File: src/rtl/tl_source_shrinker_if.sv
// ---------------------------------------------------------------------------
// tl_source_shrinker_if
//   Bundles the four TileLink-UH channel halves seen by the source shrinker:
//     in_a_*  : upstream A (wide source), agent -> shrinker
//     out_a_* : downstream A (narrow source), shrinker -> slave port
//     out_d_* : downstream D (narrow source), slave port -> shrinker
//     in_d_*  : upstream D (restored source), shrinker -> agent
//   Modport slave  : the shrinker's view.
//   Modport master : the environment's view (drives in_a/out_d, sinks out_a/in_d).
// ---------------------------------------------------------------------------
interface tl_source_shrinker_if #(
   parameter int IN_SOURCE_BITS = 4,
   parameter int OUT_IDS        = 4,
   parameter int BEAT_BYTES     = 8
);
   localparam int OUT_BITS = $clog2(OUT_IDS);

   // upstream A
   logic                      in_a_valid;
   logic                      in_a_ready;
   logic [IN_SOURCE_BITS-1:0] in_a_bits_source;
   logic [2:0]                in_a_bits_opcode;
   logic [2:0]                in_a_bits_param;
   logic [3:0]                in_a_bits_size;
   logic [31:0]               in_a_bits_address;
   logic [BEAT_BYTES-1:0]     in_a_bits_mask;
   logic [8*BEAT_BYTES-1:0]   in_a_bits_data;
   logic                      in_a_bits_corrupt;

   // downstream A
   logic                      out_a_valid;
   logic                      out_a_ready;
   logic [OUT_BITS-1:0]       out_a_bits_source;
   logic [2:0]                out_a_bits_opcode;
   logic [2:0]                out_a_bits_param;
   logic [3:0]                out_a_bits_size;
   logic [31:0]               out_a_bits_address;
   logic [BEAT_BYTES-1:0]     out_a_bits_mask;
   logic [8*BEAT_BYTES-1:0]   out_a_bits_data;
   logic                      out_a_bits_corrupt;

   // downstream D
   logic                      out_d_valid;
   logic                      out_d_ready;
   logic [OUT_BITS-1:0]       out_d_bits_source;
   logic [2:0]                out_d_bits_opcode;
   logic [1:0]                out_d_bits_param;
   logic [3:0]                out_d_bits_size;
   logic [2:0]                out_d_bits_sink;
   logic                      out_d_bits_denied;
   logic [8*BEAT_BYTES-1:0]   out_d_bits_data;
   logic                      out_d_bits_corrupt;

   // upstream D
   logic                      in_d_valid;
   logic                      in_d_ready;
   logic [IN_SOURCE_BITS-1:0] in_d_bits_source;
   logic [2:0]                in_d_bits_opcode;
   logic [1:0]                in_d_bits_param;
   logic [3:0]                in_d_bits_size;
   logic [2:0]                in_d_bits_sink;
   logic                      in_d_bits_denied;
   logic [8*BEAT_BYTES-1:0]   in_d_bits_data;
   logic                      in_d_bits_corrupt;

   modport slave (
      input  in_a_valid, in_a_bits_source, in_a_bits_opcode, in_a_bits_param,
             in_a_bits_size, in_a_bits_address, in_a_bits_mask, in_a_bits_data,
             in_a_bits_corrupt,
      output in_a_ready,
      output out_a_valid, out_a_bits_source, out_a_bits_opcode, out_a_bits_param,
             out_a_bits_size, out_a_bits_address, out_a_bits_mask, out_a_bits_data,
             out_a_bits_corrupt,
      input  out_a_ready,
      input  out_d_valid, out_d_bits_source, out_d_bits_opcode, out_d_bits_param,
             out_d_bits_size, out_d_bits_sink, out_d_bits_denied, out_d_bits_data,
             out_d_bits_corrupt,
      output out_d_ready,
      output in_d_valid, in_d_bits_source, in_d_bits_opcode, in_d_bits_param,
             in_d_bits_size, in_d_bits_sink, in_d_bits_denied, in_d_bits_data,
             in_d_bits_corrupt,
      input  in_d_ready
   );

   modport master (
      output in_a_valid, in_a_bits_source, in_a_bits_opcode, in_a_bits_param,
             in_a_bits_size, in_a_bits_address, in_a_bits_mask, in_a_bits_data,
             in_a_bits_corrupt,
      input  in_a_ready,
      input  out_a_valid, out_a_bits_source, out_a_bits_opcode, out_a_bits_param,
             out_a_bits_size, out_a_bits_address, out_a_bits_mask, out_a_bits_data,
             out_a_bits_corrupt,
      output out_a_ready,
      output out_d_valid, out_d_bits_source, out_d_bits_opcode, out_d_bits_param,
             out_d_bits_size, out_d_bits_sink, out_d_bits_denied, out_d_bits_data,
             out_d_bits_corrupt,
      input  out_d_ready,
      input  in_d_valid, in_d_bits_source, in_d_bits_opcode, in_d_bits_param,
             in_d_bits_size, in_d_bits_sink, in_d_bits_denied, in_d_bits_data,
             in_d_bits_corrupt,
      output in_d_ready
   );
endinterface

File: src/rtl/tl_source_shrinker.sv
// ---------------------------------------------------------------------------
// tl_source_shrinker
//   Maps wide upstream TileLink-UH source IDs onto a small out-ID space.
//   Each first A beat allocates the lowest free table entry and records the
//   upstream source; the last D beat for that out-ID frees it, and every D
//   beat has its source restored from the table. A stalls while all entries
//   are busy. Payloads on both channels are combinational passthroughs.
//
//   Ports:
//     clock       : sole clock, rising edge
//     reset       : asynchronous, active-high, clears all state
//     bus         : tl_source_shrinker_if.slave (in_a/out_a/out_d/in_d)
//     inflight    : number of valid table entries
//     err_unalloc : sticky, a D beat fired for an entry that was not valid
//
//   Handshake: a beat transfers on a channel in any cycle where valid and
//   ready are both high at the rising clock edge; valid never depends on the
//   ready of the same channel side it drives.
// ---------------------------------------------------------------------------
module tl_source_shrinker #(
   parameter int IN_SOURCE_BITS = 4,
   parameter int OUT_IDS        = 4,
   parameter int BEAT_BYTES     = 8,
   parameter int MAX_SIZE       = 6
) (
   input  logic                         clock,
   input  logic                         reset,
   tl_source_shrinker_if.slave          bus,
   output logic [$clog2(OUT_IDS+1)-1:0] inflight,
   output logic                         err_unalloc
);
   localparam int OUT_BITS = $clog2(OUT_IDS);
   localparam int INF_W    = $clog2(OUT_IDS + 1);
   localparam int LG_BEAT  = $clog2(BEAT_BYTES);
   localparam int CNT_W    = MAX_SIZE - LG_BEAT;

   // Beats minus one for a message: multi-beat only when it carries data and
   // the transfer is wider than one bus beat.
   function automatic logic [CNT_W-1:0] f_beats_m1(input logic has_data,
                                                   input logic [3:0] size);
      logic [7:0] span;
      span = 8'd0;
      if (has_data && (size > 4'(LG_BEAT)))
         span = (8'd1 << (size - 4'(LG_BEAT))) - 8'd1;
      return span[CNT_W-1:0];
   endfunction

   logic [OUT_IDS-1:0]        r_valid;
   logic [IN_SOURCE_BITS-1:0] r_src [OUT_IDS];
   logic [OUT_BITS-1:0]       r_a_id;
   logic [CNT_W-1:0]          r_a_rem;
   logic [CNT_W-1:0]          r_d_rem;
   logic                      r_err;

   logic [OUT_IDS-1:0]        w_free;
   logic                      w_any_free;
   logic [OUT_BITS-1:0]       w_alloc_id;
   logic                      w_a_first;
   logic                      w_can_go;
   logic                      w_a_fire;
   logic [CNT_W-1:0]          w_a_beats_m1;
   logic                      w_d_fire;
   logic                      w_d_first;
   logic                      w_d_last;
   logic                      w_d_hit;
   logic [CNT_W-1:0]          w_d_beats_m1;
   logic [OUT_IDS-1:0]        w_set;
   logic [OUT_IDS-1:0]        w_clr;
   logic [INF_W-1:0]          w_count;

   assign w_free     = ~r_valid;
   assign w_any_free = |w_free;

   // Lowest-index free entry; scanning downward lets the lowest win.
   always_comb begin
      w_alloc_id = '0;
      for (int i = OUT_IDS - 1; i >= 0; i--) begin
         if (w_free[i]) w_alloc_id = OUT_BITS'(i);
      end
   end

   // ---------------- A channel ----------------
   // Follow-on beats of a burst never need a table entry, so only a first
   // beat can be held back by a full table.
   assign w_a_first    = (r_a_rem == '0);
   assign w_can_go     = !w_a_first || w_any_free;
   assign w_a_beats_m1 = f_beats_m1(!bus.in_a_bits_opcode[2], bus.in_a_bits_size);

   assign bus.out_a_valid        = bus.in_a_valid && w_can_go;
   assign bus.in_a_ready         = bus.out_a_ready && w_can_go;
   assign w_a_fire               = bus.in_a_valid && bus.in_a_ready;
   assign bus.out_a_bits_source  = w_a_first ? w_alloc_id : r_a_id;
   assign bus.out_a_bits_opcode  = bus.in_a_bits_opcode;
   assign bus.out_a_bits_param   = bus.in_a_bits_param;
   assign bus.out_a_bits_size    = bus.in_a_bits_size;
   assign bus.out_a_bits_address = bus.in_a_bits_address;
   assign bus.out_a_bits_mask    = bus.in_a_bits_mask;
   assign bus.out_a_bits_data    = bus.in_a_bits_data;
   assign bus.out_a_bits_corrupt = bus.in_a_bits_corrupt;

   // ---------------- D channel ----------------
   assign w_d_beats_m1 = f_beats_m1(bus.out_d_bits_opcode == 3'd1, bus.out_d_bits_size);
   assign w_d_first    = (r_d_rem == '0);
   assign w_d_last     = w_d_first ? (w_d_beats_m1 == '0) : (r_d_rem == CNT_W'(1));
   assign w_d_hit      = r_valid[bus.out_d_bits_source];

   assign bus.in_d_valid        = bus.out_d_valid;
   assign bus.out_d_ready       = bus.in_d_ready;
   assign w_d_fire              = bus.out_d_valid && bus.in_d_ready;
   assign bus.in_d_bits_source  = r_src[bus.out_d_bits_source];
   assign bus.in_d_bits_opcode  = bus.out_d_bits_opcode;
   assign bus.in_d_bits_param   = bus.out_d_bits_param;
   assign bus.in_d_bits_size    = bus.out_d_bits_size;
   assign bus.in_d_bits_sink    = bus.out_d_bits_sink;
   assign bus.in_d_bits_denied  = bus.out_d_bits_denied;
   assign bus.in_d_bits_data    = bus.out_d_bits_data;
   assign bus.in_d_bits_corrupt = bus.out_d_bits_corrupt;

   // Allocation only ever targets a free entry and freeing only a valid one,
   // so the two masks are disjoint and both apply in the same cycle.
   always_comb begin
      w_set = '0;
      w_clr = '0;
      if (w_a_fire && w_a_first) w_set[w_alloc_id] = 1'b1;
      if (w_d_fire && w_d_last && w_d_hit) w_clr[bus.out_d_bits_source] = 1'b1;
   end

   always_comb begin
      w_count = '0;
      for (int i = 0; i < OUT_IDS; i++) w_count = w_count + INF_W'(r_valid[i]);
   end

   assign inflight    = w_count;
   assign err_unalloc = r_err;

   always_ff @(posedge clock or posedge reset) begin
      if (reset) begin
         r_valid <= '0;
         r_a_id  <= '0;
         r_a_rem <= '0;
         r_d_rem <= '0;
         r_err   <= 1'b0;
         for (int i = 0; i < OUT_IDS; i++) r_src[i] <= '0;
      end else begin
         if (w_a_fire) begin
            if (w_a_first) begin
               r_src[w_alloc_id] <= bus.in_a_bits_source;
               r_a_id            <= w_alloc_id;
               r_a_rem           <= w_a_beats_m1;
            end else begin
               r_a_rem <= r_a_rem - CNT_W'(1);
            end
         end
         if (w_d_fire) begin
            r_d_rem <= w_d_first ? w_d_beats_m1 : (r_d_rem - CNT_W'(1));
            if (!w_d_hit) r_err <= 1'b1;
         end
         r_valid <= (r_valid | w_set) & ~w_clr;
      end
   end
endmodule

File: src/flat_wrapper.sv
// flat-port wrapper written by rule: the top's interface ports become plain ports
module tl_source_shrinker_flat 
#(
   parameter int IN_SOURCE_BITS = 4,
   parameter int OUT_IDS        = 4,
   parameter int BEAT_BYTES     = 8,
   parameter int MAX_SIZE       = 6
)
  (clock, reset, inflight, err_unalloc, bus_in_a_valid, bus_in_a_bits_source, bus_in_a_bits_opcode, bus_in_a_bits_param, bus_in_a_bits_size, bus_in_a_bits_address, bus_in_a_bits_mask, bus_in_a_bits_data, bus_in_a_bits_corrupt, bus_in_a_ready, bus_out_a_valid, bus_out_a_bits_source, bus_out_a_bits_opcode, bus_out_a_bits_param, bus_out_a_bits_size, bus_out_a_bits_address, bus_out_a_bits_mask, bus_out_a_bits_data, bus_out_a_bits_corrupt, bus_out_a_ready, bus_out_d_valid, bus_out_d_bits_source, bus_out_d_bits_opcode, bus_out_d_bits_param, bus_out_d_bits_size, bus_out_d_bits_sink, bus_out_d_bits_denied, bus_out_d_bits_data, bus_out_d_bits_corrupt, bus_out_d_ready, bus_in_d_valid, bus_in_d_bits_source, bus_in_d_bits_opcode, bus_in_d_bits_param, bus_in_d_bits_size, bus_in_d_bits_sink, bus_in_d_bits_denied, bus_in_d_bits_data, bus_in_d_bits_corrupt, bus_in_d_ready);
  tl_source_shrinker_if #(.IN_SOURCE_BITS(IN_SOURCE_BITS), .OUT_IDS(OUT_IDS), .BEAT_BYTES(BEAT_BYTES)) bus_i ();
  input  logic clock;
  input  logic reset;
  output logic [$clog2(OUT_IDS+1)-1:0] inflight;
  output logic err_unalloc;
  input wire logic [$bits(bus_i.in_a_valid)-1:0] bus_in_a_valid;
  input wire logic [$bits(bus_i.in_a_bits_source)-1:0] bus_in_a_bits_source;
  input wire logic [$bits(bus_i.in_a_bits_opcode)-1:0] bus_in_a_bits_opcode;
  input wire logic [$bits(bus_i.in_a_bits_param)-1:0] bus_in_a_bits_param;
  input wire logic [$bits(bus_i.in_a_bits_size)-1:0] bus_in_a_bits_size;
  input wire logic [$bits(bus_i.in_a_bits_address)-1:0] bus_in_a_bits_address;
  input wire logic [$bits(bus_i.in_a_bits_mask)-1:0] bus_in_a_bits_mask;
  input wire logic [$bits(bus_i.in_a_bits_data)-1:0] bus_in_a_bits_data;
  input wire logic [$bits(bus_i.in_a_bits_corrupt)-1:0] bus_in_a_bits_corrupt;
  output wire logic [$bits(bus_i.in_a_ready)-1:0] bus_in_a_ready;
  output wire logic [$bits(bus_i.out_a_valid)-1:0] bus_out_a_valid;
  output wire logic [$bits(bus_i.out_a_bits_source)-1:0] bus_out_a_bits_source;
  output wire logic [$bits(bus_i.out_a_bits_opcode)-1:0] bus_out_a_bits_opcode;
  output wire logic [$bits(bus_i.out_a_bits_param)-1:0] bus_out_a_bits_param;
  output wire logic [$bits(bus_i.out_a_bits_size)-1:0] bus_out_a_bits_size;
  output wire logic [$bits(bus_i.out_a_bits_address)-1:0] bus_out_a_bits_address;
  output wire logic [$bits(bus_i.out_a_bits_mask)-1:0] bus_out_a_bits_mask;
  output wire logic [$bits(bus_i.out_a_bits_data)-1:0] bus_out_a_bits_data;
  output wire logic [$bits(bus_i.out_a_bits_corrupt)-1:0] bus_out_a_bits_corrupt;
  input wire logic [$bits(bus_i.out_a_ready)-1:0] bus_out_a_ready;
  input wire logic [$bits(bus_i.out_d_valid)-1:0] bus_out_d_valid;
  input wire logic [$bits(bus_i.out_d_bits_source)-1:0] bus_out_d_bits_source;
  input wire logic [$bits(bus_i.out_d_bits_opcode)-1:0] bus_out_d_bits_opcode;
  input wire logic [$bits(bus_i.out_d_bits_param)-1:0] bus_out_d_bits_param;
  input wire logic [$bits(bus_i.out_d_bits_size)-1:0] bus_out_d_bits_size;
  input wire logic [$bits(bus_i.out_d_bits_sink)-1:0] bus_out_d_bits_sink;
  input wire logic [$bits(bus_i.out_d_bits_denied)-1:0] bus_out_d_bits_denied;
  input wire logic [$bits(bus_i.out_d_bits_data)-1:0] bus_out_d_bits_data;
  input wire logic [$bits(bus_i.out_d_bits_corrupt)-1:0] bus_out_d_bits_corrupt;
  output wire logic [$bits(bus_i.out_d_ready)-1:0] bus_out_d_ready;
  output wire logic [$bits(bus_i.in_d_valid)-1:0] bus_in_d_valid;
  output wire logic [$bits(bus_i.in_d_bits_source)-1:0] bus_in_d_bits_source;
  output wire logic [$bits(bus_i.in_d_bits_opcode)-1:0] bus_in_d_bits_opcode;
  output wire logic [$bits(bus_i.in_d_bits_param)-1:0] bus_in_d_bits_param;
  output wire logic [$bits(bus_i.in_d_bits_size)-1:0] bus_in_d_bits_size;
  output wire logic [$bits(bus_i.in_d_bits_sink)-1:0] bus_in_d_bits_sink;
  output wire logic [$bits(bus_i.in_d_bits_denied)-1:0] bus_in_d_bits_denied;
  output wire logic [$bits(bus_i.in_d_bits_data)-1:0] bus_in_d_bits_data;
  output wire logic [$bits(bus_i.in_d_bits_corrupt)-1:0] bus_in_d_bits_corrupt;
  input wire logic [$bits(bus_i.in_d_ready)-1:0] bus_in_d_ready;
  assign bus_i.in_a_valid = bus_in_a_valid;
  assign bus_i.in_a_bits_source = bus_in_a_bits_source;
  assign bus_i.in_a_bits_opcode = bus_in_a_bits_opcode;
  assign bus_i.in_a_bits_param = bus_in_a_bits_param;
  assign bus_i.in_a_bits_size = bus_in_a_bits_size;
  assign bus_i.in_a_bits_address = bus_in_a_bits_address;
  assign bus_i.in_a_bits_mask = bus_in_a_bits_mask;
  assign bus_i.in_a_bits_data = bus_in_a_bits_data;
  assign bus_i.in_a_bits_corrupt = bus_in_a_bits_corrupt;
  assign bus_in_a_ready = bus_i.in_a_ready;
  assign bus_out_a_valid = bus_i.out_a_valid;
  assign bus_out_a_bits_source = bus_i.out_a_bits_source;
  assign bus_out_a_bits_opcode = bus_i.out_a_bits_opcode;
  assign bus_out_a_bits_param = bus_i.out_a_bits_param;
  assign bus_out_a_bits_size = bus_i.out_a_bits_size;
  assign bus_out_a_bits_address = bus_i.out_a_bits_address;
  assign bus_out_a_bits_mask = bus_i.out_a_bits_mask;
  assign bus_out_a_bits_data = bus_i.out_a_bits_data;
  assign bus_out_a_bits_corrupt = bus_i.out_a_bits_corrupt;
  assign bus_i.out_a_ready = bus_out_a_ready;
  assign bus_i.out_d_valid = bus_out_d_valid;
  assign bus_i.out_d_bits_source = bus_out_d_bits_source;
  assign bus_i.out_d_bits_opcode = bus_out_d_bits_opcode;
  assign bus_i.out_d_bits_param = bus_out_d_bits_param;
  assign bus_i.out_d_bits_size = bus_out_d_bits_size;
  assign bus_i.out_d_bits_sink = bus_out_d_bits_sink;
  assign bus_i.out_d_bits_denied = bus_out_d_bits_denied;
  assign bus_i.out_d_bits_data = bus_out_d_bits_data;
  assign bus_i.out_d_bits_corrupt = bus_out_d_bits_corrupt;
  assign bus_out_d_ready = bus_i.out_d_ready;
  assign bus_in_d_valid = bus_i.in_d_valid;
  assign bus_in_d_bits_source = bus_i.in_d_bits_source;
  assign bus_in_d_bits_opcode = bus_i.in_d_bits_opcode;
  assign bus_in_d_bits_param = bus_i.in_d_bits_param;
  assign bus_in_d_bits_size = bus_i.in_d_bits_size;
  assign bus_in_d_bits_sink = bus_i.in_d_bits_sink;
  assign bus_in_d_bits_denied = bus_i.in_d_bits_denied;
  assign bus_in_d_bits_data = bus_i.in_d_bits_data;
  assign bus_in_d_bits_corrupt = bus_i.in_d_bits_corrupt;
  assign bus_i.in_d_ready = bus_in_d_ready;
  tl_source_shrinker #(.IN_SOURCE_BITS(IN_SOURCE_BITS), .OUT_IDS(OUT_IDS), .BEAT_BYTES(BEAT_BYTES), .MAX_SIZE(MAX_SIZE)) u_core (.clock(clock), .reset(reset), .bus(bus_i), .inflight(inflight), .err_unalloc(err_unalloc));
endmodule
File: config.mk
export PLATFORM = sky130hd
export DESIGN_NAME = tl_source_shrinker_flat
export DESIGN_NICKNAME = d
export VERILOG_FILES = /design/src/rtl/tl_source_shrinker_if.sv /design/src/rtl/tl_source_shrinker.sv /design/src/flat_wrapper.sv
export SDC_FILE = /design/constraint.sdc
export NUM_CORES = 1
export LEC_CHECK = 0
export ABC_CLOCK_PERIOD_IN_PS = 2500
export BUFFER_PORTS_ARGS = -buffer_cell sky130_fd_sc_hd__buf_2
export CAP_MARGIN = 20
export CORE_AREA = 2 2 159 161
export DETAILED_ROUTE_END_ITERATION = 10
export DIE_AREA = 0 0 161 163
export SETUP_SLACK_MARGIN = 0.05
export SYNTH_ARGS = -nofsm -noshare
export SYNTH_HDL_FRONTEND = slang
export SYNTH_SLANG_ARGS = --single-unit
File: constraint.sdc
create_clock -name clock -period 2.5 [get_ports clock]
set_input_delay 0.25 -clock clock [delete_from_list [all_inputs] [get_ports clock]]
set_output_delay 0.25 -clock clock [all_outputs]
set_load 0.01 [all_outputs]
==> results of run 1 <==
[per-stage QoR]
step           util (%)  hold slack [ns]  cells  area, sq um
3_3_place_gp       10.1            0.352    546         2480
5_1_grt            10.8           0.0889    554         2660
3_5_place_dp       10.1            0.358    546         2480
2_1_floorplan         -            0.328    362         3270
4_1_cts            10.8           0.0559    554         2660
6_report           10.8           0.0404    554         2660
[cell type report]
type                       count  area (sq um)
inverter                       8          30.0
clock buffer                   6           139
fill                        2869         22000
tap                          330           413
multi-input combinational    125          1030
clock inverter                 2          37.5
sequential                    29           726
timing repair buffer          54           283
[worst max-delay path by stage]
stage	startpoint	end	depth (start not counted)
5_1_grt	u_core.r_valid[1]$_DFF_PP0_	inflight[1]	4
3_5_place_dp	bus_out_d_bits_size[0]	u_core.r_valid[0]$_DFF_PP0_	10
6_report	u_core.r_valid[0]$_DFF_PP0_	inflight[1]	4
2_1_floorplan	bus_out_d_bits_size[0]	u_core.r_valid[0]$_DFF_PP0_	8
3_3_place_gp	bus_out_d_bits_size[0]	u_core.r_valid[0]$_DFF_PP0_	10
4_1_cts	u_core.r_valid[0]$_DFF_PP0_	inflight[1]	4
[kinds of logic (layout without fill, tap and decap cells)]
family                     Yosys count  after routing  share of synthesized area, %
muxes                               23             23                          9.56
AOI/OAI and AO/OA                   29             29                          6.31
xor gates and xnor gates             3              3                         0.803
adders and majority gates           12             12                          4.82
and+or+nand+nor                     58             58                          9.94
buffers and inverters              208             70                          46.4
DFF                                 29             29                          22.2
[synth_stat cells (all sizes together), types with 2 or more instances]
library cell,number
mux2,16
nand3,8
nor3,5
mux4,5
a21oi,9
and2,2
nand4bb,2
nor2,11
nand2,11
inv,8
o21bai,2
nor3b,2
and3,2
buf,198
nor2b,3
mux2i,2
ha,11
clkbuf,2
xor2,3
nand2b,3
a221o,2
a31oi,3
and4b,4
dfrtp,29
o21ai,5
[registers in the layout, summed over array words and instances, names as in the netlist]
name and flops:
u_core.r_valid 4, u_core.r_a_id 2, u_core.err_unalloc 1, u_core.r_a_rem 3, u_core.r_src 16, u_core.r_d_rem 3
[metal layers]
layer | vias to the layer above | part of all wire [%] | track usage, %
li1 | 735 | - | -
met1 | 768 | 25 | 4.21
met2 | 150 | 48 | 9.81
met3 | 91 | 17 | 4.46
met4 | 0 | 9.7 | 6.17
met5 | - | 0 | 0
[power groups by stage]
stage               Clock (mW)  Combinational, mW  Sequential (mW)
floorplan                    0              0.990            0.771
global placement             0              0.967            0.833
detailed placement           0              0.973            0.842
CTS                      0.746              0.984            0.834
global route             0.769               1.07            0.868
finish                   0.716              0.944            0.830
[critical path, delay by kind of cell, from the launching register on]
kind                       cells  cell delay [ns]
DFF                            1             0.48
buffers and inverters          1             0.15
adders and majority gates      3             1.05
==> results.ini, run 1 <==
[power_and_ir_drop]
switching_power_mw = 0.863
power_per_cell_area_mw_per_mm2 = 938
clkPwrFrac_pct = 28.8
pwr-share-seq_pct = 33.3
total_power_mw = 2.49
power_leakage_nw = 1.11
p_comb_share_pct = 37.9
p_int_mw = 1.63
swShare_pct = 34.6
vdd_drop_max_mv = 0.346

[grt]
grt_pass1_vias = 1755
grt_max_degree = 30
grt.total_usage_pct = 5.95
grt_overflow = 0
grt_antenna_before_repair = 0
grt_pass1_wl_um = 11300

[clock_tree]
ctsResizeCount = 0
clock_latency_ns = 0.28
htree_levels = 2
clk_pin_slew_ns = 0.06
cts_tree = yes
cts.root.buffer_cell = clkbuf_16
clock_path_buffers = 2
clock-sinks = 29
postCtsSetupBuffers = 0
ctsHoldBuffers = 0
numCtsBuffers = 5

[drt]
drcViolationCount = 0
avgViaCountPerCell = 3.15
wl_um = 8290
vias = 1744
wl_per_cell_um = 15.0
drtAntennaViolNets = 0
drtIter0Drc = 32
firstDrtPassIters = 6

[critical_path]
crit_chain = ha_1 > fa_1 > ha_1 > buf_2
cp.arrival_ns = 1.96
cp_max_fo = 10
critPathKind = reg2out
crit_required_ns = 2.25
slowest_stage = dfrtp_1
crit_top_cell = ha_1
worstSetupEndpointType = output port
start_kind = flip-flop
r2r-end = u_core.r_src[8]$_DFFE_PP0P_
cpPeakStageDelay_ns = 0.48
reg2reg_depth = 5
reg2reg_from = u_core.r_valid[1]$_DFF_PP0_
worst-r2r-setup-slack_ns = 0.40

[logic_synthesis]
ys_warn_count = 0
synthArstFlopShare_pct = 100
syn_area_per_cell_sq_um = 9.04
syn_area_sq_mm = 0.00327
synth_ff_type = dfrtp_1
yosysTopAreaCell = buf_4
synth_top_area_share_pct = 45.0
synth_edf_count = 0
ys_top_cells_by_area = buf_4, dfrtp_1, mux2_2, ha_1, mux4_2
synthCells = 362
ys_types = 41
ys_seq_area_share_pct = 22.2
yosys_register_bits = 29
synth_fp_nets = 579

[timing]
maxClockFrequency_ghz = 0.453
fin_setup_tns_ns = 0
finClkSkew_ns = 0.00415
setup_ws_ns = 0.293
hold_violations = 0
final.period_utilization_pct = 88.3
worst_slew_pin_slew_ns = 0.516
rsz0062_at_grt = no
relSlewSlack_pct = 65.3
fin_crit_ns = 2.21
setup_viol = 0
slew_violations = 0

[place]
dp_slack_ns = 0.0165
place_congestion = 0.723
dpl.hpwl_um = 6870
io_buffers = 49

[die]
pin_count = 412
core_sq_mm = 0.0247
die_w_um = 161
initial_core_util_pct = 13.3
num_rows = 58
fp.dieH_um = 163
die_area_sq_mm = 0.0262

[final_layout]
num-nets-final = 440
final_common_cell = buf_2
num_antenna_cells = 0
drive_gt1_share_pct = 38.8
final_cell_mix = buf_2, dfrtp_1, mux2_2
synthToLayoutAreaGrowth_pct = -18.8

[status]
status = completed

[run]
drv_cap = 0

[hold_path]
holdCritPathClass = in2async

(Power assumes the default switching activity.)
==> run 2, diff against run 1 <==
--- a/config.mk
+++ b/config.mk
@@ -11,6 +11,7 @@
 export CORE_AREA = 2 2 159 161
 export DETAILED_ROUTE_END_ITERATION = 10
 export DIE_AREA = 0 0 161 163
+export REMOVE_ABC_BUFFERS = 1
 export SETUP_SLACK_MARGIN = 0.05
 export SYNTH_ARGS = -nofsm -noshare
 export SYNTH_HDL_FRONTEND = slang
==> run 2 against run 1 <==
Effect of this change:
- routed wire length grew to 5.1 times the previous value
- flip-flop and latch count unchanged
- maximum frequency rose by 0.80%
- largest power group unchanged
- register-to-register slack is essentially flat
- highest routed layer is now met5
==> results.ini, run 2 (same netlist as run 1, synthesis figures left out) <==
[timing]
setup_viol = 0  ; unchanged
fin_setup_tns_ns = 0  ; unchanged
hold_violations = 0  ; unchanged
maxClockFrequency_ghz = 0.457  ; +0.80%
relSlewSlack_pct = 67.8  ; +2.4 points
finClkSkew_ns = 0.00456  ; +0.000401 ns
worst_slew_pin_slew_ns = 0.482  ; -0.0344 ns
slew_violations = 0  ; unchanged
rsz0062_at_grt = no
final.period_utilization_pct = 87.6  ; -0.70 points
holdWs_ns = 0.0408  ; +0.000386 ns
fin_crit_ns = 2.19  ; -0.0175 ns

[final_layout]
final_cell_mix = buf_2, dfrtp_1, mux2_2
num-nets-final = 440  ; unchanged
final_common_cell = buf_2
top_register = u_core.r_src
largest_reg_flops = 16  ; unchanged
drive_gt1_share_pct = 38.8  ; unchanged
synthToLayoutAreaGrowth_pct = -18.8  ; about the same
top_regs = u_core.r_src x16, u_core.r_valid x4
num-fill-cells = 2894  ; +0.87%

[critical_path]
worst-r2r-setup-slack_ns = 0.41  ; about the same
reg2reg_from = u_core.r_a_rem[0]$_DFFE_PP0P_
slowest_stage = o41ai_2
critPathKind = in2reg
start_kind = input port
worstSetupEndpointType = flip-flop
cp_max_fo = 6  ; -4
reg2reg_depth = 6  ; +1
r2r-end = u_core.r_src[2]$_DFFE_PP0P_
cp.arrival_ns = 2.31  ; +0.35 ns
crit_top_cell = ha_1
crit_chain = buf_2 > ha_1 > nor3b_1 > a21oi_1 > or3_1 > ha_1 > inv_1 > o41ai_2 > buf_4 > a41oi_1
crit_path_end = u_core.r_valid[0]$_DFF_PP0_
crit_start = bus_out_d_bits_size[0]
crit_required_ns = 2.62  ; +0.37 ns
cpPeakStageDelay_ns = 0.37  ; -0.11 ns

[clock_tree]
clock-sinks = 29  ; unchanged
clk_pin_slew_ns = 0.05  ; about the same
clock_latency_ns = 0.27  ; about the same
ctsHoldBuffers = 0  ; unchanged
cts.root.buffer_cell = clkbuf_16
numCtsBuffers = 5  ; unchanged
htree_levels = 2  ; unchanged
clock_path_buffers = 2  ; unchanged
cts_tree = yes
postCtsSetupBuffers = 0  ; unchanged
ctsResizeCount = 0  ; unchanged

[grt]
grt_pass1_wl_um = 47000  ; +320%
grt_overflow = 0  ; unchanged
grt_pass1_vias = 1903  ; +8.4%
grt_antenna_before_repair = 1  ; +1
grt.total_usage_pct = 31.6  ; +26 points
grt_max_degree = 30  ; unchanged

[place]
place_congestion = 1.31  ; +81%
io_buffers = 49  ; unchanged
dpl.hpwl_um = 41200  ; +500%

[power_and_ir_drop]
clkPwrFrac_pct = 27.6  ; -1.2 points
switching_power_mw = 0.907  ; +5.1%
swShare_pct = 35.5  ; +0.81 points
p_int_mw = 1.65  ; +1.4%
vdd_drop_max_mv = 0.503  ; +46%
power_leakage_nw = 1.10  ; -0.14%
p_comb_share_pct = 41.5  ; +3.6 points
power_per_cell_area_mw_per_mm2 = 962  ; +2.6%
pwr-share-seq_pct = 31.0  ; -2.3 points

[drt]
drcViolationCount = 0  ; unchanged
drtAntennaViolNets = 0  ; unchanged
avgViaCountPerCell = 3.88  ; +23%
wl_per_cell_um = 76.5  ; +410%
wl_um = 42500  ; +410%
firstDrtPassIters = 4  ; -2
vias = 2155  ; +24%
drtIter0Drc = 190  ; +490%

[die]
core_sq_mm = 0.0247  ; unchanged
num_rows = 58  ; unchanged
die_area_sq_mm = 0.0262  ; unchanged
fp.dieH_um = 163  ; unchanged
die_w_um = 161  ; unchanged
pin_count = 412  ; unchanged
initial_core_util_pct = 13.3  ; unchanged

[status]
status = completed

[run]
drv_cap = 0  ; unchanged

[hold_path]
holdCritPathClass = in2async

[run 2: cell types whose count changed in the layout (fill, tap and decap cells not counted), sizes merged]
cell,before,now
diode,0,1
[run 2: worst min-delay path by stage]
stage | from | end | slack, ns | depth (start not counted)
3_3_place_gp | reset | u_core.r_src[1]$_DFFE_PP0P_ | 0.35 | 3
5_1_grt | reset | u_core.r_src[12]$_DFFE_PP0P_ | 0.08 | 3
2_1_floorplan | reset | u_core.err_unalloc$_DFFE_PP0P_ | 0.33 | 1
3_5_place_dp | reset | u_core.r_src[1]$_DFFE_PP0P_ | 0.34 | 3
6_report | reset | u_core.r_src[1]$_DFFE_PP0P_ | 0.04 | 3
4_1_cts | reset | u_core.r_src[12]$_DFFE_PP0P_ | 0.05 | 3
[run 2: power groups by stage]
stage	Clock [mW]	Combinational (mW)	Sequential (mW)
final	0.705	1.06	0.792
after global routing	0.740	1.19	0.820
after CTS	0.718	1.07	0.789
after detailed placement	0	1.07	0.794
after global placement	0	1.05	0.791
after floorplan	0	0.629	0.791
[run 2: worst max-delay path, delay by kind of cell]
family	cells	cell delay, ns
buffers and inverters	3	0.37
and+or+nand+nor	2	0.65
AOI/OAI and AO/OA	3	0.53
adders and majority gates	2	0.50
[run 2: cell type report]
| type | instances | area (sq um) | area share (%) |
|---|---|---|---|
| diodes | 1 | 2.50 | 0.0941 |
| repair buffers | 54 | 283 | 10.6 |
| flip-flops and latches | 29 | 726 | 27.3 |
| multi-input cells | 125 | 1030 | 38.7 |
| clock buffers | 6 | 139 | 5.22 |
| inverters | 8 | 30.0 | 1.13 |
| well taps | 330 | 413 | 15.5 |
| clock inverters | 2 | 37.5 | 1.41 |
[run 2: layer usage]
| metal | vias up | part of all wire (%) | global-route usage, % |
|---|---|---|---|
| met2 | 451 | 54 | 60.7 |
| met3 | 49 | 31 | 46.8 |
| met5 | - | 0.25 | 4.17 |
| met1 | 918 | 11 | 9.35 |
| li1 | 733 | - | - |
| met4 | 4 | 4.3 | 11.3 |
[run 2: metrics by stage]
step	std cells	power, mW	util (%)	cell area (sq um)	setup slack, ns
5_1_grt	555	2.75	10.8	2660	0.150
6_report	555	2.56	10.8	2660	0.310
4_1_cts	554	2.58	10.8	2660	0.309
3_5_place_dp	546	1.86	10.1	2480	0.0464
2_1_floorplan	162	1.42	-	1780	0.380
3_3_place_gp	546	1.84	10.1	2480	0.0784
==> run 3, diff against run 2 <==
==> constraint.sdc (replaced) <==
create_clock -name clock -period 2.5 [get_ports clock]
set_input_delay 0.5 -clock clock [delete_from_list [all_inputs] [get_ports clock]]
set_output_delay 0.5 -clock clock [all_outputs]
set_load 0.01 [all_outputs]
==> run 3 against run 2 <==
Effect of this change:
- first-iteration DRC count down 32%
- power grew 0.75%
- non-clock buffer count is 5 higher
- largest cell class unchanged
- count of clock-buffer cells in the layout is the same
- sequential power rose by 3.0%
==> results.ini, run 3 (same netlist as run 1, synthesis figures left out) <==
[clock_tree]
ctsHoldBuffers = 0  ; unchanged
clock_latency_ns = 0.28  ; about the same
numCtsBuffers = 5  ; unchanged
cts.root.buffer_cell = clkbuf_16
htree_levels = 2  ; unchanged
cts_tree = yes
clk_pin_slew_ns = 0.05  ; about the same
clock-sinks = 29  ; unchanged
clock_path_buffers = 2  ; unchanged

[critical_path]
start_kind = flip-flop
crit_required_ns = 2.00  ; -0.62 ns
cp_max_fo = 2  ; -4
crit_top_cell = ha_1
reg2reg_depth = 6  ; unchanged
worst-r2r-setup-slack_ns = 0.46  ; +0.05 ns
slowest_stage = dfrtp_1
reg2reg_from = u_core.r_a_rem[0]$_DFFE_PP0P_
worstSetupEndpointType = output port
crit_chain = ha_1 > fa_1 > ha_1 > buf_2
cpPeakStageDelay_ns = 0.38  ; about the same
cp_num_buf_inv = 1  ; -2
r2r-end = u_core.r_src[13]$_DFFE_PP0P_
cp.arrival_ns = 1.79  ; -0.52 ns
critPathKind = reg2out
critical_path.top_delay_family = adder cells

[timing]
worst_slew_pin_slew_ns = 0.426  ; -0.0563 ns
finClkSkew_ns = 0.00457  ; +0.0000158 ns
slew_violations = 0  ; unchanged
hold_violations = 0  ; unchanged
fin_crit_ns = 2.29  ; +0.105 ns
final.period_utilization_pct = 91.8  ; +4.2 points
setup_viol = 0  ; unchanged
rsz0062_at_grt = no
maxClockFrequency_ghz = 0.436  ; -4.6%
fin_setup_tns_ns = 0  ; unchanged
relSlewSlack_pct = 71.4  ; +3.7 points
holdWs_ns = 0.291  ; +0.250 ns

[status]
status = completed

[hold_path]
holdCritPathClass = in2async

[drt]
drcViolationCount = 0  ; unchanged
drtIter0Drc = 129  ; -32%
wl_um = 42600  ; +0.40%
vias = 2142  ; -0.60%
firstDrtPassIters = 4  ; unchanged
avgViaCountPerCell = 3.83  ; -1.3%
wl_per_cell_um = 76.3  ; -0.32%
drtAntennaViolNets = 0  ; unchanged

[power_and_ir_drop]
total_power_mw = 2.58  ; +0.75%
vdd_drop_max_mv = 0.463  ; -8.1%
power_per_cell_area_mw_per_mm2 = 955  ; -0.75%
power_leakage_nw = 1.13  ; +2.4%

[final_layout]
drive_gt1_share_pct = 40.6  ; +1.8 points
top_regs = u_core.r_src x16, u_core.r_valid x4
instances_no_fill = 559  ; +0.72%
synthToLayoutAreaGrowth_pct = -17.5
num_antenna_cells = 0  ; -1
final_cell_mix = buf_2, dfrtp_1, mux2_2
num-fill-cells = 2892  ; -0.069%
final_common_cell = buf_2
top_register = u_core.r_src
num-nets-final = 445  ; +1.1%
largest_reg_flops = 16  ; unchanged

[die]
die_area_sq_mm = 0.0262  ; unchanged
die_w_um = 161  ; unchanged
fp.dieH_um = 163  ; unchanged
core_sq_mm = 0.0247  ; unchanged
pin_count = 412  ; unchanged
num_rows = 58  ; unchanged
initial_core_util_pct = 13.3  ; unchanged

[place]
io_buffers = 49  ; unchanged
dpl.hpwl_um = 41300  ; +0.21%
dp.cells = 551  ; +0.92%
place_congestion = 1.31  ; about the same

[grt]
grt_overflow = 0  ; unchanged
grt_antenna_before_repair = 0  ; -1
grt_max_degree = 30  ; unchanged
grt_pass1_wl_um = 47300  ; +0.50%
grt.total_usage_pct = 31.8  ; +0.15 points
grt_pass1_vias = 2003  ; +5.3%

[run]
drv_cap = 0  ; unchanged

## run 3: changes by cell type in the layout (fill, tap and decap cells not counted)
cell / delta
buf_4: +5
diode_2: -1
nor3b_1: -1
nor3b_2: +1
## run 3: worst max path at each step
stage / slack (ns) / cells after the start / from / end
6_report: 0.21 / 4 / u_core.r_valid[0]$_DFF_PP0_ / inflight[1]
5_1_grt: 0.11 / 12 / bus_out_d_bits_size[0] / u_core.r_valid[0]$_DFF_PP0_
4_1_cts: 0.18 / 4 / u_core.r_valid[0]$_DFF_PP0_ / inflight[1]
3_5_place_dp: -0.07 / 12 / bus_out_d_bits_size[0] / u_core.r_valid[0]$_DFF_PP0_
3_3_place_gp: -0.02 / 10 / bus_out_d_bits_size[0] / u_core.r_valid[0]$_DFF_PP0_
2_1_floorplan: 0.13 / 8 / bus_out_d_bits_size[0] / u_core.r_valid[0]$_DFF_PP0_
## run 3: repair_timing
action	in CTS	in global routing
setup buffers	0	0
gates resized for setup	0	1
setup endpoints to repair	0	1
## run 3: power breakdown
part	leakage [nW]	switching [mW]	total (mW)	internal, mW
registers	0.359	0.144	0.816	0.672
logic	0.687	0.565	1.05	0.488
clock network	0.0831	0.212	0.708	0.496
## run 3: per-stage QoR
step / setup WS, ns / utilization (%) / cell area (sq um)
2_1_floorplan: 0.130 / - / 1780
3_5_place_dp: -0.0733 / 10.2 / 2520
5_1_grt: 0.105 / 10.9 / 2700
4_1_cts: 0.185 / 10.9 / 2690
3_3_place_gp: -0.0212 / 10.2 / 2520
6_report: 0.206 / 10.9 / 2700
## run 3: layout make-up
type                       instances  area (sq um)  share of cell area [%]
multi-input combinational        125          1030                    38.3
timing repair buffer              59           320                    11.9
clock inverter                     2          37.5                    1.39
clock buffer                       6           139                    5.15
sequential                        29           726                    26.9
inverter                           8          30.0                    1.11
tap                              330           413                    15.3
## run 3: metal layers
| metal | GRT usage, % | share of wire [%] |
|---|---|---|
| met3 | 46.7 | 31 |
| met4 | 15.7 | 6.2 |
| met1 | 9.13 | 10 |
| met2 | 59.1 | 52 |
| met5 | 8.14 | 0.53 |
## run 3: worst reg2reg max path, cell delays in order, from the launching register on
cell	delay, ns
dfrtp_1	0.39
inv_1	0.08
ha_1	0.20
and4b_1	0.35
nand2_1	0.20
a21oi_2	0.32
mux2_2	0.38
